File: src/rtl/ctrl_pkg.sv
// Shared encodings and the control bundle carried through the ID/EX, EX/MEM and MEM/WB registers.
package ctrl_pkg;

  localparam int unsigned OPC_W = 7;
  localparam int unsigned REG_W = 5;
  localparam int unsigned AOP_W = 2;
  localparam int unsigned WBS_W = 2;

  localparam logic [OPC_W-1:0] OPC_NOP   = 7'b0000000;
  localparam logic [OPC_W-1:0] OPC_R     = 7'b0110011;
  localparam logic [OPC_W-1:0] OPC_I     = 7'b0010011;
  localparam logic [OPC_W-1:0] OPC_LOAD  = 7'b0000011;
  localparam logic [OPC_W-1:0] OPC_STORE = 7'b0100011;
  localparam logic [OPC_W-1:0] OPC_BEQ   = 7'b1100011;
  localparam logic [OPC_W-1:0] OPC_LUI   = 7'b0110111;
  localparam logic [OPC_W-1:0] OPC_JAL   = 7'b1101111;
  localparam logic [OPC_W-1:0] OPC_JALR  = 7'b1100111;

  localparam logic [AOP_W-1:0] ALUOP_ADD   = 2'b00;
  localparam logic [AOP_W-1:0] ALUOP_SUB   = 2'b01;
  localparam logic [AOP_W-1:0] ALUOP_FUNCT = 2'b10;
  localparam logic [AOP_W-1:0] ALUOP_PASSB = 2'b11;

  localparam logic [WBS_W-1:0] WB_ALU = 2'b00;
  localparam logic [WBS_W-1:0] WB_MEM = 2'b01;
  localparam logic [WBS_W-1:0] WB_PC4 = 2'b10;

  typedef struct packed {
    logic [AOP_W-1:0] aluop;
    logic             alusrc;
    logic             branch;
    logic             jump;
    logic             mem_read;
    logic             mem_write;
    logic             regwrite;
    logic [WBS_W-1:0] wb_sel;
    logic [REG_W-1:0] rd;
    logic             illegal;
  } ctrl_t;

  localparam ctrl_t CTRL_NOP = '0;

endpackage

File: src/rtl/ctrl_decoder.sv
// Pure combinational opcode decode into a control bundle, plus source-register usage flags.
module ctrl_decoder
  import ctrl_pkg::*;
#(
  parameter int unsigned EXT_OPS = 1
) (
  input  logic [OPC_W-1:0] opcode_i,
  input  logic [REG_W-1:0] rd_i,
  output ctrl_t            ctrl_o,
  output logic             jalr_o,
  output logic             rs1_used_o,
  output logic             rs2_used_o
);

  localparam bit EXT = (EXT_OPS != 32'd0);

  logic writes_rd;

  always_comb begin
    ctrl_o     = CTRL_NOP;
    jalr_o     = 1'b0;
    rs1_used_o = 1'b0;
    rs2_used_o = 1'b0;
    writes_rd  = 1'b0;
    case (opcode_i)
      OPC_R: begin
        ctrl_o.aluop = ALUOP_FUNCT;
        writes_rd    = 1'b1;
        rs1_used_o   = 1'b1;
        rs2_used_o   = 1'b1;
      end
      OPC_I: begin
        ctrl_o.aluop  = ALUOP_ADD;
        ctrl_o.alusrc = 1'b1;
        writes_rd     = 1'b1;
        rs1_used_o    = 1'b1;
      end
      OPC_LOAD: begin
        ctrl_o.alusrc   = 1'b1;
        ctrl_o.mem_read = 1'b1;
        ctrl_o.wb_sel   = WB_MEM;
        writes_rd       = 1'b1;
        rs1_used_o      = 1'b1;
      end
      OPC_STORE: begin
        ctrl_o.alusrc    = 1'b1;
        ctrl_o.mem_write = 1'b1;
        rs1_used_o       = 1'b1;
        rs2_used_o       = 1'b1;
      end
      OPC_BEQ: begin
        ctrl_o.aluop  = ALUOP_SUB;
        ctrl_o.branch = 1'b1;
        rs1_used_o    = 1'b1;
        rs2_used_o    = 1'b1;
      end
      OPC_NOP: ;
      OPC_LUI: begin
        if (EXT) begin
          ctrl_o.aluop  = ALUOP_PASSB;
          ctrl_o.alusrc = 1'b1;
          writes_rd     = 1'b1;
        end else begin
          ctrl_o.illegal = 1'b1;
        end
      end
      OPC_JAL: begin
        if (EXT) begin
          ctrl_o.jump   = 1'b1;
          ctrl_o.wb_sel = WB_PC4;
          writes_rd     = 1'b1;
        end else begin
          ctrl_o.illegal = 1'b1;
        end
      end
      OPC_JALR: begin
        if (EXT) begin
          ctrl_o.jump   = 1'b1;
          ctrl_o.alusrc = 1'b1;
          ctrl_o.wb_sel = WB_PC4;
          writes_rd     = 1'b1;
          rs1_used_o    = 1'b1;
          jalr_o        = 1'b1;
        end else begin
          ctrl_o.illegal = 1'b1;
        end
      end
      default: ctrl_o.illegal = 1'b1;
    endcase
    // rd is only carried for writers so downstream rd compares never see immediate bits
    ctrl_o.regwrite = writes_rd && (rd_i != '0);
    ctrl_o.rd       = ctrl_o.regwrite ? rd_i : '0;
  end

endmodule

File: src/rtl/ctrl_pipe.sv
// Pipelined control unit: decodes the ID instruction, carries control to EX/MEM/WB,
// detects load-use and branch-operand hazards, and counts illegal opcodes.
module ctrl_pipe
  import ctrl_pkg::*;
#(
  parameter int unsigned ALUOP_W      = 2,
  parameter int unsigned EXT_OPS      = 1,
  parameter int unsigned BRANCH_IN_ID = 1,
  parameter int unsigned CNT_W        = 8
) (
  input  logic               clk_i,
  input  logic               rst_i,
  input  logic [31:0]        inst_i,
  input  logic               id_valid_i,
  input  logic               flush_i,
  output logic               id_branch_o,
  output logic               id_jump_o,
  output logic               stall_o,
  output logic [ALUOP_W-1:0] ex_aluop_o,
  output logic               ex_alusrc_o,
  output logic [4:0]         ex_rd_o,
  output logic               mem_read_o,
  output logic               mem_write_o,
  output logic [4:0]         mem_rd_o,
  output logic               wb_regwrite_o,
  output logic [1:0]         wb_sel_o,
  output logic [4:0]         wb_rd_o,
  output logic               illegal_o,
  output logic [CNT_W-1:0]   illegal_cnt_o
);

  ctrl_t            dec_c, ex_d, ex_q, mem_q, wb_q;
  logic             dec_jalr_c, rs1_used_c, rs2_used_c;
  logic [REG_W-1:0] rs1_c, rs2_c;
  logic             ex_hit_c, mem_hit_c, load_use_c, br_haz_c, stall_c;
  logic [CNT_W-1:0] cnt_d, cnt_q;
  logic             unused_bits;

  ctrl_decoder #(.EXT_OPS(EXT_OPS)) u_dec (
    .opcode_i   (inst_i[6:0]),
    .rd_i       (inst_i[11:7]),
    .ctrl_o     (dec_c),
    .jalr_o     (dec_jalr_c),
    .rs1_used_o (rs1_used_c),
    .rs2_used_o (rs2_used_c)
  );

  // Hazard terms look only at registered EX/MEM state, so no loop through stall
  always_comb begin
    rs1_c      = inst_i[19:15];
    rs2_c      = inst_i[24:20];
    ex_hit_c   = (rs1_used_c && (rs1_c == ex_q.rd)) || (rs2_used_c && (rs2_c == ex_q.rd));
    mem_hit_c  = (rs1_used_c && (rs1_c == mem_q.rd)) || (rs2_used_c && (rs2_c == mem_q.rd));
    load_use_c = ex_q.mem_read && (ex_q.rd != '0) && ex_hit_c;
    br_haz_c   = (BRANCH_IN_ID != 32'd0) && (dec_c.branch || dec_jalr_c) &&
                 ((ex_q.regwrite && ex_hit_c) ||
                  (mem_q.mem_read && (mem_q.rd != '0) && mem_hit_c));
    stall_c    = id_valid_i && (load_use_c || br_haz_c) && !flush_i;
    ex_d       = (stall_c || flush_i || !id_valid_i) ? CTRL_NOP : dec_c;
    cnt_d      = (ex_q.illegal && (cnt_q != {CNT_W{1'b1}})) ? cnt_q + CNT_W'(1) : cnt_q;
  end

  always_ff @(posedge clk_i or negedge rst_i) begin
    if (!rst_i) begin
      ex_q  <= CTRL_NOP;
      mem_q <= CTRL_NOP;
      wb_q  <= CTRL_NOP;
      cnt_q <= '0;
    end else begin
      ex_q  <= ex_d;
      mem_q <= ex_q;
      wb_q  <= mem_q;
      cnt_q <= cnt_d;
    end
  end

  assign stall_o       = stall_c;
  assign id_branch_o   = id_valid_i && dec_c.branch && !stall_c && !flush_i;
  assign id_jump_o     = id_valid_i && dec_c.jump && !stall_c && !flush_i;
  assign ex_aluop_o    = ALUOP_W'(ex_q.aluop);
  assign ex_alusrc_o   = ex_q.alusrc;
  assign ex_rd_o       = ex_q.rd;
  assign illegal_o     = ex_q.illegal;
  assign illegal_cnt_o = cnt_q;
  assign mem_read_o    = mem_q.mem_read;
  assign mem_write_o   = mem_q.mem_write;
  assign mem_rd_o      = mem_q.rd;
  assign wb_regwrite_o = wb_q.regwrite;
  assign wb_sel_o      = wb_q.wb_sel;
  assign wb_rd_o       = wb_q.rd;

  assign unused_bits = ^{wb_q.aluop, wb_q.alusrc, wb_q.branch, wb_q.jump, wb_q.mem_read,
                         wb_q.mem_write, wb_q.illegal, inst_i[31:25], inst_i[14:12]};

endmodule
File: config.mk
export PLATFORM = sky130hd
export DESIGN_NAME = ctrl_pipe
export DESIGN_NICKNAME = d
export VERILOG_FILES = /design/src/rtl/ctrl_pkg.sv /design/src/rtl/ctrl_decoder.sv /design/src/rtl/ctrl_pipe.sv
export SDC_FILE = /design/constraint.sdc
export NUM_CORES = 1
export LEC_CHECK = 0
export BUFFER_PORTS_ARGS = -buffer_cell sky130_fd_sc_hd__buf_4
export CAP_MARGIN = 20
export CORE_ASPECT_RATIO = 0.7
export CORE_MARGIN = 8
export CORE_UTILIZATION = 30
export DETAILED_ROUTE_END_ITERATION = 16
export MAX_ROUTING_LAYER = met4
export PLACE_DENSITY = 0.53
export RECOVER_POWER = 50
export SLEW_MARGIN = 20
export SYNTH_ARGS = -nofsm -noshare
export SYNTH_HDL_FRONTEND = slang
export SYNTH_SLANG_ARGS = --single-unit
File: constraint.sdc
create_clock -name clk_i -period 3 [get_ports clk_i]
set_input_delay 0.15 -clock clk_i [delete_from_list [all_inputs] [get_ports clk_i]]
set_output_delay 0.15 -clock clk_i [all_outputs]
set_load 0.005 [all_outputs]
==> run_results.csv <==
group,metric,value,unit
power_and_ir_drop,pwr-share-seq,0.512,
die,core,5760,sq um
sta,max_clock_freq,396,MHz
worst_setup_path,arrival,2.37,ns
die,initial_core_util,0.313,
die,fp.dieH,80.8,um
power_and_ir_drop,leakagePower,1.14,nW
yosys,synth_top_area_share,0.529,
grt,grtUsageTotal,0.106,
yosys,avgSynthCellArea,11.0,sq um
sta,final.period_utilization,0.841,
cells_and_area,register_area,951,sq um
yosys,synth_area,1800,sq um
run_status,status,"complete, but fails checks",
power_and_ir_drop,netSwitchingFraction,0.273,
die,placementRows,23,
yosys,dominantRegCellSynth,"dfrtp_1",
min_path,hold_class,"input port to flop",
worst_setup_path,required,2.85,ns
sta,tightest_slew,2.04,ns
routing,remaining_drc_errors,0,
power_and_ir_drop,switchingPower,0.000319,W
clocking,insertion_delay,0.29,ns
cells_and_area,nFillCells,604,
flow_run,maxCapViolations,1,
grt,grt_pass1_wl,7.07,mm
yosys,synth_edf_count,0,
run_status,violations,"capacitance limit, slew limit",
die,die_w,109,um
grt,grt_pass1_vias,1350,
sta,period_minus_slack,2.52,ns
routing,routed_wirelength,4.36,mm
routing,drt_iter0_drc,68,
clocking,cts-htree-levels,2,
clocking,tritoncts,"done",
clocking,cts_sinks,38,
power_and_ir_drop,power.internal,0.000851,W
sta,fin_tns_setup,0,ns
clocking,post-cts-setup-buffer-count,0,
clocking,numCtsBuffers,5,
clocking,path_clk_slew,0.08,ns
cells_and_area,final_nets,252,
clocking,cts_resized,0,
yosys,synth-seq-area-share,0.529,
routing,vias_per_cell,4.52,
cells_and_area,most-common-layout-cells,"59 x buf_4, 38 x dfrtp_1, 15 x xnor2_1",
die,ios,71,
sta,rsz0062_at_grt,"no",
clocking,root_buffer,"clkbuf_8",
worst_setup_path,rr_worst_depth,5,
cells_and_area,mostFrequentLayoutCell,"buf_4",
power_and_ir_drop,p_comb_frac,0.172,
placed_design,dp_hpwl,3.41,mm
placed_design,portBuffers,60,
power_and_ir_drop,power.density,503,nW/um^2
grt,antenna_found_initial,0,
yosys,ys_ff_latch,38,
power_and_ir_drop,ir_worst_vdd,0.000173,V
routing,num_vias,1315,
routing,wl_per_cell,15.0,um
cells_and_area,drive_gt1_frac,0.324,
yosys,yosysUniqueCellTypes,37,
sta,finalHoldViolCount,0,
min_path,hold_depth,2,
routing,ant_nets,0,
yosys,synth_area_leader_cell,"dfrtp_1",
grt,overflow,0,
die,die_area,8770,sq um
worst_setup_path,startpoint_type,"flop",
worst_setup_path,worst_setup_path_end_kind,"output port",
yosys,synthArstFlopShare,1.00,
routing,firstDrtPassIters,4,
power_and_ir_drop,power.share.clock,0.315,
yosys,yosysWarnings,0,
sta,max_slew_margin,-0.358,
cells_and_area,multi_input_area,722,sq um
grt,grt_max_degree,39,
clocking,clockBufferDepth,2,
cells_and_area,n_antenna_cell,0,
placed_design,place.gp.congestion,0.800,
yosys,netlist_top_cells_area,"dfrtp_1 53%, xnor2_1 7.3%, xor2_1 6.3%",
cells_and_area,finish.utilization,0.404,
sta,finClkSkew,0.00333,ns
yosys,synth_nets,201,
sta,drv_slew,39,
yosys,synthCells,164,
worst_setup_path,crit_type,"flop to output port",
worst_setup_path,crit_fanout,11,
cells_and_area,area_growth,29.3,%
sta,setup_viol,0,
==> flip-flops by register name, indices dropped and copies added, names as in the netlist, 2 cells and up <==
| signal | cells |
|---|---|
| ex_aluop_o | 2 |
| wb_rd_o | 5 |
| mem_q | 2 |
| wb_sel_o | 2 |
| ex_q | 4 |
| illegal_cnt_o | 8 |
| ex_rd_o | 5 |
| mem_rd_o | 5 |
==> power by group through the flow <==
stage	Sequential, W	Combinational [W]	Clock, W
2_1_floorplan	0.000606	0.0000848	0
3_3_place_gp	0.000611	0.000204	0
3_5_place_dp	0.000610	0.000206	0
4_1_cts	0.000600	0.000208	0.000383
5_1_grt	0.000609	0.000224	0.000407
6_report	0.000600	0.000202	0.000369
==> logic make-up (layout without fill, tap and decap cells) <==
kind of cell	after synthesis	in the layout	synth area share
and+or+nand+nor	59	59	0.175
buffers and inverters	19	71	0.0702
adders and majority gates	1	1	0.00695
DFF	38	38	0.529
xor gates and xnor gates	28	28	0.136
muxes	1	1	0.00626
AOI/OAI and AO/OA	18	18	0.0772
==> layer usage <==
metal	routed length (um)	global-route usage	vias to the layer above
met5	0	-	-
met4	66	0.0408	0
met3	264	0.0285	5
met2	1690	0.134	47
met1	2340	0.154	611
li1	-	-	652
==> area by class of cell <==
cell class / count / area share
flip-flops and latches: 38 / 0.409
multi-input cells: 107 / 0.310
repair buffers: 61 / 0.196
well taps: 75 / 0.0403
clock buffers: 6 / 0.0355
clock inverters: 2 / 0.00538
inverters: 2 / 0.00323
==> synthesized netlist by cell type (3+ instances only) <==
cell type,count
nand4_1,5
a21oi_1,4
buf_4,12
nor2_1,13
nand2b_1,3
o21ai_0,5
dfrtp_1,38
nand2_1,8
and3_1,7
xor2_1,13
nor3_1,7
xnor2_1,15
nor4_1,3
==> path summary, 6_finish.rpt <==
kind / startpoint / end / slack (ns)
hold reg to reg: mem_q[8] / wb_regwrite_o / 0.35
min in group asynchronous: rst_i / mem_rd_o[2] / 0.98
setup reg to reg: ex_rd_o[0] / ex_aluop_o[0] / 0.92
max in group asynchronous: rst_i / ex_aluop_o[0] / 0.86
hold / removal: inst_i[10] / ex_rd_o[3] / 0.10
setup / recovery: ex_rd_o[0] / id_jump_o / 0.48
==> metrics by stage <==
stage | power (W) | std cells | worst slack, ns | area, sq um | hold slack, ns
final | 0.00117 | 291 | 0.477 | 2330 | 0.102
after global routing | 0.00124 | 291 | 0.247 | 2330 | 0.0950
after CTS | 0.00119 | 291 | 0.442 | 2330 | 0.0906
after detailed placement | 0.000816 | 282 | 0.784 | 2220 | 0.154
after global placement | 0.000815 | 282 | 0.790 | 2220 | 0.152
after floorplan | 0.000691 | 164 | 1.17 | 1800 | -0.146
==> critical path: stages (launching register included) <==
cell and delay [ns]:
dfrtp_1 0.45, or4_1 0.53, o21ai_0 0.28, o21a_1 0.18, o32a_1 0.34, and2_1 0.19
buf_4 0.11
==> repair_timing <==
action | CTS | global route
hold endpoints to repair | 38 | 0
hold buffers | 1 | 0
setup endpoints to repair | 0 | 0
Power figures use the tool's default switching activity.
